## config.mk

```make
export PLATFORM = sky130hd
export DESIGN_NAME = ddr3_cmd_timer
export DESIGN_NICKNAME = d
export VERILOG_FILES = /design/src/rtl/ddr3_cmd_timer.sv
export SDC_FILE = /design/constraint.sdc
export NUM_CORES = 1
export LEC_CHECK = 0
export CORE_MARGIN = 4
export CORE_UTILIZATION = 35
export CTS_BUF_LIST = sky130_fd_sc_hd__clkbuf_4
export DETAILED_ROUTE_END_ITERATION = 6
export PLACE_DENSITY = 0.6
export SYNTH_ARGS = -nofsm -noshare
export SYNTH_HDL_FRONTEND = slang
export SYNTH_SLANG_ARGS = --single-unit
```

## constraint.sdc

```tcl
create_clock -name clock -period 9.91 [get_ports clock]
set_input_delay 0.991 -clock clock [delete_from_list [all_inputs] [get_ports clock]]
set_output_delay 0.991 -clock clock [all_outputs]
set_load 0.01 [all_outputs]
```

## src/rtl/ddr3_cmd_timer.sv

```systemverilog
// DDR3 command timing gate: holds each command class until its timing is met, issues refresh demand,
// and registers accepted commands onto the DFI bus. Optional macro: DDR3_REFRESH_POSTPONE_EN.
module ddr3_cmd_timer #(
  parameter int REQID        = 4,
  parameter int DDR_ROW_BITS = 13,
  parameter int T_RCD        = 2,
  parameter int T_RP         = 2,
  parameter int T_RAS        = 4,
  parameter int T_RTP        = 4,
  parameter int T_WR         = 8,
  parameter int T_CCD        = 4,
  parameter int T_WTR        = 8,
  parameter int T_RTW        = 6,
  parameter int T_RFC        = 11,
  parameter int T_MOD        = 12,
  parameter int T_ZQ         = 64,
  parameter int T_REFI       = 780
) (
  input  logic                    clock,
  input  logic                    reset_n,
  input  logic                    ddl_req_i,
  input  logic                    ddl_seq_i,
  input  logic [2:0]              ddl_cmd_i,
  input  logic [REQID-1:0]        ddl_tid_i,
  input  logic [2:0]              ddl_ba_i,
  input  logic [DDR_ROW_BITS-1:0] ddl_adr_i,
  output logic                    ddl_rdy_o,
  output logic                    ddl_ref_o,
  output logic [2:0]              dfi_cmd_o,
  output logic [2:0]              dfi_ba_o,
  output logic [DDR_ROW_BITS-1:0] dfi_adr_o,
  output logic [REQID-1:0]        dfi_tid_o,
  output logic                    dfi_rd_o,
  output logic                    dfi_wr_o
);

  localparam int CW = 16;
  typedef logic [CW-1:0] cnt_t;

  localparam logic [2:0] C_MODE = 3'b000;
  localparam logic [2:0] C_REFR = 3'b001;
  localparam logic [2:0] C_PREC = 3'b010;
  localparam logic [2:0] C_ACTV = 3'b011;
  localparam logic [2:0] C_WRIT = 3'b100;
  localparam logic [2:0] C_READ = 3'b101;
  localparam logic [2:0] C_ZQCL = 3'b110;
  localparam logic [2:0] C_NOOP = 3'b111;

`ifdef DDR3_REFRESH_POSTPONE_EN
  localparam logic [3:0] PEND_MAX = 4'd8;
`else
  localparam logic [3:0] PEND_MAX = 4'd1;
`endif

  function automatic cnt_t sat_dec(input cnt_t v);
    return (v == '0) ? '0 : v - cnt_t'(1);
  endfunction

  function automatic cnt_t cmax(input cnt_t a, input cnt_t b);
    return (a > b) ? a : b;
  endfunction

  function automatic cnt_t ld(input int n);
    return cnt_t'(n - 1);
  endfunction

  cnt_t act_cnt_q, act_cnt_d, rd_cnt_q, rd_cnt_d;
  cnt_t wr_cnt_q, wr_cnt_d, pre_cnt_q, pre_cnt_d;
  cnt_t refi_cnt_q, refi_cnt_d;
  cnt_t act_lv, rd_lv, wr_lv, pre_lv;
  logic act_ld, rd_ld, wr_ld, pre_ld;
  logic [3:0] pend_q, pend_d;
  logic refr_q, refr_d;
  logic [2:0] cmd_q, cmd_d, ba_q, ba_d;
  logic [DDR_ROW_BITS-1:0] adr_q, adr_d;
  logic [REQID-1:0] tid_q, tid_d;
  logic rd_q, rd_d, wr_q, wr_d;
  logic all_zero, timing_ok, blocked, accept, refr_acc, wrap, is_maint;

  always_comb begin
    all_zero  = (act_cnt_q == '0) && (rd_cnt_q == '0) && (wr_cnt_q == '0) && (pre_cnt_q == '0);
    is_maint  = (ddl_cmd_i == C_REFR) || (ddl_cmd_i == C_NOOP);
    timing_ok = 1'b0;
    case (ddl_cmd_i)
      C_ACTV:  timing_ok = (act_cnt_q == '0);
      C_READ:  timing_ok = (rd_cnt_q == '0);
      C_WRIT:  timing_ok = (wr_cnt_q == '0);
      C_PREC:  timing_ok = (pre_cnt_q == '0);
      C_NOOP:  timing_ok = 1'b1;
      default: timing_ok = all_zero;
    endcase
    // A saturated backlog (8 postponed, or any at all without postponement) admits only REFR/NOOP.
    blocked   = (pend_q == PEND_MAX) && !is_maint;
    ddl_rdy_o = !ddl_req_i || (timing_ok && !blocked);
    accept    = ddl_req_i && ddl_rdy_o;
    refr_acc  = accept && (ddl_cmd_i == C_REFR);

    act_ld = 1'b0; rd_ld = 1'b0; wr_ld = 1'b0; pre_ld = 1'b0;
    act_lv = '0;   rd_lv = '0;   wr_lv = '0;   pre_lv = '0;
    if (accept) begin
      case (ddl_cmd_i)
        C_ACTV: begin
          rd_ld = 1'b1; rd_lv = ld(T_RCD);
          wr_ld = 1'b1; wr_lv = ld(T_RCD);
          pre_ld = 1'b1; pre_lv = ld(T_RAS);
        end
        C_READ: begin
          rd_ld = 1'b1; rd_lv = ld(T_CCD);
          wr_ld = 1'b1; wr_lv = ld(T_RTW);
          pre_ld = 1'b1; pre_lv = ld(T_RTP);
          act_ld = ddl_adr_i[10]; act_lv = ld(T_RTP + T_RP);
        end
        C_WRIT: begin
          wr_ld = 1'b1; wr_lv = ld(T_CCD);
          rd_ld = 1'b1; rd_lv = ld(T_WTR);
          pre_ld = 1'b1; pre_lv = ld(T_WR);
          act_ld = ddl_adr_i[10]; act_lv = ld(T_WR + T_RP);
        end
        C_PREC: begin
          act_ld = 1'b1; act_lv = ld(T_RP);
        end
        C_REFR, C_MODE, C_ZQCL: begin
          act_ld = 1'b1; rd_ld = 1'b1; wr_ld = 1'b1; pre_ld = 1'b1;
          act_lv = (ddl_cmd_i == C_REFR) ? ld(T_RFC) : (ddl_cmd_i == C_MODE) ? ld(T_MOD) : ld(T_ZQ);
          rd_lv = act_lv; wr_lv = act_lv; pre_lv = act_lv;
        end
        default: ;
      endcase
    end
    act_cnt_d = act_ld ? cmax(act_cnt_q, act_lv) : sat_dec(act_cnt_q);
    rd_cnt_d  = rd_ld  ? cmax(rd_cnt_q,  rd_lv)  : sat_dec(rd_cnt_q);
    wr_cnt_d  = wr_ld  ? cmax(wr_cnt_q,  wr_lv)  : sat_dec(wr_cnt_q);
    pre_cnt_d = pre_ld ? cmax(pre_cnt_q, pre_lv) : sat_dec(pre_cnt_q);

    wrap       = (refi_cnt_q == cnt_t'(T_REFI - 1));
    refi_cnt_d = wrap ? '0 : refi_cnt_q + cnt_t'(1);
    pend_d     = pend_q;
    case ({wrap, refr_acc})
      2'b10:   pend_d = (pend_q == PEND_MAX) ? pend_q : pend_q + 4'd1;
      2'b01:   pend_d = (pend_q == 4'd0) ? pend_q : pend_q - 4'd1;
      default: pend_d = pend_q;
    endcase
    // Demand stays up through the refresh itself, dropping one cycle before tRFC expires.
    refr_d    = refr_acc || (refr_q && (act_cnt_q != '0));
    ddl_ref_o = (pend_q != 4'd0) || (refr_q && (act_cnt_q > cnt_t'(1)));

    cmd_d = accept ? ddl_cmd_i : C_NOOP;
    ba_d  = accept ? ddl_ba_i  : ba_q;
    adr_d = accept ? ddl_adr_i : adr_q;
    tid_d = accept ? ddl_tid_i : tid_q;
    rd_d  = accept && (ddl_cmd_i == C_READ);
    wr_d  = accept && (ddl_cmd_i == C_WRIT);
  end

  always_ff @(posedge clock or negedge reset_n) begin
    if (!reset_n) begin
      act_cnt_q  <= '0;
      rd_cnt_q   <= '0;
      wr_cnt_q   <= '0;
      pre_cnt_q  <= '0;
      refi_cnt_q <= '0;
      pend_q     <= '0;
      refr_q     <= 1'b0;
      cmd_q      <= C_NOOP;
      ba_q       <= '0;
      adr_q      <= '0;
      tid_q      <= '0;
      rd_q       <= 1'b0;
      wr_q       <= 1'b0;
    end else begin
      act_cnt_q  <= act_cnt_d;
      rd_cnt_q   <= rd_cnt_d;
      wr_cnt_q   <= wr_cnt_d;
      pre_cnt_q  <= pre_cnt_d;
      refi_cnt_q <= refi_cnt_d;
      pend_q     <= pend_d;
      refr_q     <= refr_d;
      cmd_q      <= cmd_d;
      ba_q       <= ba_d;
      adr_q      <= adr_d;
      tid_q      <= tid_d;
      rd_q       <= rd_d;
      wr_q       <= wr_d;
    end
  end

  assign dfi_cmd_o = cmd_q;
  assign dfi_ba_o  = ba_q;
  assign dfi_adr_o = adr_q;
  assign dfi_tid_o = tid_q;
  assign dfi_rd_o  = rd_q;
  assign dfi_wr_o  = wr_q;

  // Sequencing hint carries no timing meaning here.
  logic seq_unused;
  assign seq_unused = ddl_seq_i;

endmodule

```

==> impl_summary.md <==
Run status
The run finished with clean final reports.

Floorplanning
The core region is 0.0181 mm2. The floorplan row count is just under 50. The initial utilization of the core area, before any placement, comes to 0.359.

The number of top-level pins is 54. Measured along the x axis, the die boundary spans ~140 um. Measured along the y axis, the die boundary spans between 100 and 150 um.

The die covers slightly above 0.02 mm2.

Finish
At the end of the flow the core is filled with cells to 0.407. Compared with the post-synthesis result, the final layout area differs by 13.4%. The count of antenna diodes in the layout is 0. The share of cells above drive strength 1 is 0.0956. After the last flow step, the layout net total stands at 809.

Timing
The final period utilization is 0.559. At the pin with the least slew margin, the transition time is a little under 900 ps. Setup repair after global routing left no endpoint under its margin.

The total count of max-transition violations in the final report came to 0. After routing, the total negative slack on setup checks comes to 0 ps. The maximum clock frequency is 181 MHz. The minimum period implied by the final worst setup slack is 5530 ps.

The worst max-slew margin expressed relative to the limit is 0.417. The clock skew after layout is 23.1 ps. The worst hold slack after final layout is approximately 460 ps. The number of hold-slack violations in the final timing report was 0. The final number of setup-violating endpoints is 0.

Power
The worst ir drop on vdd is between 90 and 100 uV. The completed layout was analyzed and its total power is 1.62 mW. The leakage power of the design is 3.03 nW. For this design the ratio of total power to cell area is between 200 and 250 mW/mm2.

Global routing
For this run the aggregate overflow at the end of global routing stands at 0. In the global route stage, overall resource usage came out at 0.148. The initial antenna violation count is 0. The via count of the first global-routing pass is about 5000.

The first global-routing pass estimated 25200 um of wire. Entering global routing, the biggest net connects just under 70 pins.

Worst setup path
The required time of the critical path is around 10000 ps. The kind of end point of the critical path is a flip-flop. In this run the critical register-to-register path is launched from pre_cnt_q[0]. The worst setup path is of the in -> reg kind.

Of all nets on the critical path, the largest fanout is 18. In this design, the stage delay of the slowest critical-path cell is 890 ps. The worst setup path is launched from a primary input. The register-to-register setup slack is ~4400 ps.

The cell count of the worst reg-to-reg path is 18. The endpoint arrival time on the critical path is about 6000 ps. The signal on the critical path passes through clkdlybuf4s50_1 > inv_1 > o311ai_0 > nor2b_1 > a31o_1 > nand3_1 > nor3_2 > inv_1 > ha_1 > a21o_1 > a21oi_1 > o21ai_0 > a21oi_1 > nor3_1 > buf_4 > o21bai_1 > a22o_1. The largest individual stage delay along the critical path comes from the cell clkdlybuf4s50_1. The endpoint of the worst-slack reg-to-reg timing path is act_cnt_q[9].

Clocking
The number of buffers inserted for hold repair after clock tree synthesis is 0. The H-tree generated during clock tree synthesis spans 3 levels. Clock-pin slew was measured on the worst setup and hold paths at roughly 190 ps. The number of gates resized after CTS was 0. The clock tree root buffer cell is clkbuf_4. The buffers inserted during post-CTS setup optimization is 0. The later-pin clock latency in the skew report is roughly 510 ps. TritonCTS built the clock tree. In this run the deepest clock path goes through 2 buffers. The number of buffers added by the clock tree synthesis step is 9. The number of sinks on the clock net is 110.

Routing
The average wire per cell in the routed design is 15.3 um. After the first detailed-routing iteration, the DRC count stood at 359. The detail route stage leaves a number of antenna-violating nets equal to 0. The first detailed-routing pass ran for 6 iterations.

The via-per-instance ratio is between 5 and 6. The via count of the routed design is between 5000 and 6000. The detailed-route wire length is 15000 um.

The DRC violation count after routing is 0.

Logic synthesis
After synthesis the cells add up to approximately 0.0065 mm2. Synthesis inferred 110 register bits. The share of synthesized flip-flops with an asynchronous set or reset is 1.00.

The number of unique standard cell types used by synthesis is 64. The mean instance size in the synthesized netlist is 9.23 um2. During synthesis, Yosys emitted a total of 0 warnings.

Synthesis produced a netlist whose cell count is ~700. The post-synthesis sequential area ratio is 0.425. The commonest register cell after synthesis is dfrtp_1.

Counting flops with a built-in enable in the synthesized netlist gives 0. The net count after synthesis is between 700 and 800.

Worst hold path
The path type of the worst min-delay path is in -> async.

Placement
Input and output buffers added on the ports amount to 52. The wire-length estimate of the detail-placed layout is ~11000 um. The placer congestion estimate is 0.814.

Job
The count of max-cap constraint violations is 0.
==> cell type report <==
cell class / instances / area (um2)
repair buffers: 57 / 556
well taps: 229 / 287
multi-input cells: 543 / 3510
inverters: 27 / 104
clock inverters: 7 / 75.1
flip-flops and latches: 110 / 2760
clock buffers: 9 / 67.6
fillers: 1785 / 10700
==> synthesized netlist by cell type (5+ instances only) <==
cell / instances / area (um2)
dfrtp_1: 107 / 2680
nor2_1: 71 / 267
nor3_1: 47 / 235
nand2_1: 46 / 173
o21ai_1: 39 / 195
a21oi_1: 34 / 170
ha_1: 34 / 425
o21ai_0: 34 / 170
nand3_1: 31 / 155
inv_1: 26 / 97.6
mux2_2: 26 / 293
xnor2_1: 16 / 140
a21o_1: 13 / 97.6
or3_1: 13 / 81.3
nor4_1: 9 / 56.3
o31ai_1: 9 / 67.6
buf_2: 8 / 40.0
clkbuf_1: 8 / 30.0
nand4_1: 7 / 43.8
or2_2: 7 / 43.8
buf_4: 6 / 45.0
nand2b_1: 6 / 37.5
nor2b_1: 6 / 37.5
xor2_1: 6 / 52.6
and3_1: 5 / 31.3
o21bai_1: 5 / 37.5
or4_1: 5 / 37.5
==> per-layer routing <==
metal  vias to the layer above  GRT usage  part of all wire
li1                       2654          -                 -
met1                      2502      0.213              0.50
met2                        55      0.233              0.47
met3                        10     0.0195             0.021
met4                         0     0.0437             0.012
met5                         -          0                 0
==> state kept, by name, summed over array words and instances, names as in the netlist <==
register,count
refr_q,1
act_cnt_q,16
wr_cnt_q,16
rd_cnt_q,16
refi_cnt_q,16
dfi_ba_o,3
dfi_rd_o,1
pend_q,4
dfi_adr_o,13
dfi_tid_o,4
dfi_wr_o,1
pre_cnt_q,16
dfi_cmd_o,3
==> metrics by stage <==
stage | area [um2] | worst slack, ps | std cells
6_report | 7360 | 4380 | 982
5_1_grt | 7360 | 4020 | 982
4_1_cts | 7360 | 4380 | 982
3_5_place_dp | 7220 | 3840 | 966
3_3_place_gp | 7220 | 3810 | 966
2_1_floorplan | 6490 | 5270 | 703
==> critical path: cells and delay by family <==
kind,cells,cell delay (ps)
buf+inv,4,1620
simple gates,4,960
fa+ha+maj,1,400
compound gates,8,1950
==> how the worst max path moves through the flow <==
| stage | slack, ps | start | end |
|---|---|---|---|
| 6_report | 4380 | ddl_cmd_i[0] | act_cnt_q[9] |
| 5_1_grt | 4020 | wr_cnt_q[0] | act_cnt_q[9] |
| 4_1_cts | 4380 | pre_cnt_q[0] | act_cnt_q[9] |
| 3_5_place_dp | 3840 | ddl_cmd_i[1] | act_cnt_q[9] |
| 3_3_place_gp | 3810 | ddl_cmd_i[1] | act_cnt_q[9] |
| 2_1_floorplan | 5270 | pre_cnt_q[0] | rd_cnt_q[9] |
==> cells by family after synthesis <==
kind of cell,Yosys count,synth area share
and+or+nand+nor,282,0.226
AOI/OAI and AO/OA,176,0.169
DFF,110,0.425
buffers and inverters,50,0.0343
adders and majority gates,34,0.0656
muxes,29,0.0500
xor gates and xnor gates,22,0.0297
==> layout by cell type (no fill, tap or decap), types with 31 or more instances in the layout <==
cell	instances
dfrtp_1	107
nor2_1	71
clkdlybuf4s50_1	51
nor3_1	47
nand2_1	46
o21ai_1	39
o21ai_0	34
a21oi_1	34
ha_1	34
nand3_1	31
==> power breakdown <==
part / switching, mW / internal (mW) / leakage (nW)
logic: 0.327 / 0.310 / 1.58
registers: 0.153 / 0.592 / 1.37
clock network: 0.177 / 0.0603 / 0.0752
total: 0.657 / 0.963 / 3.03
No activity file was read; power rests on OpenSTA's default activity.
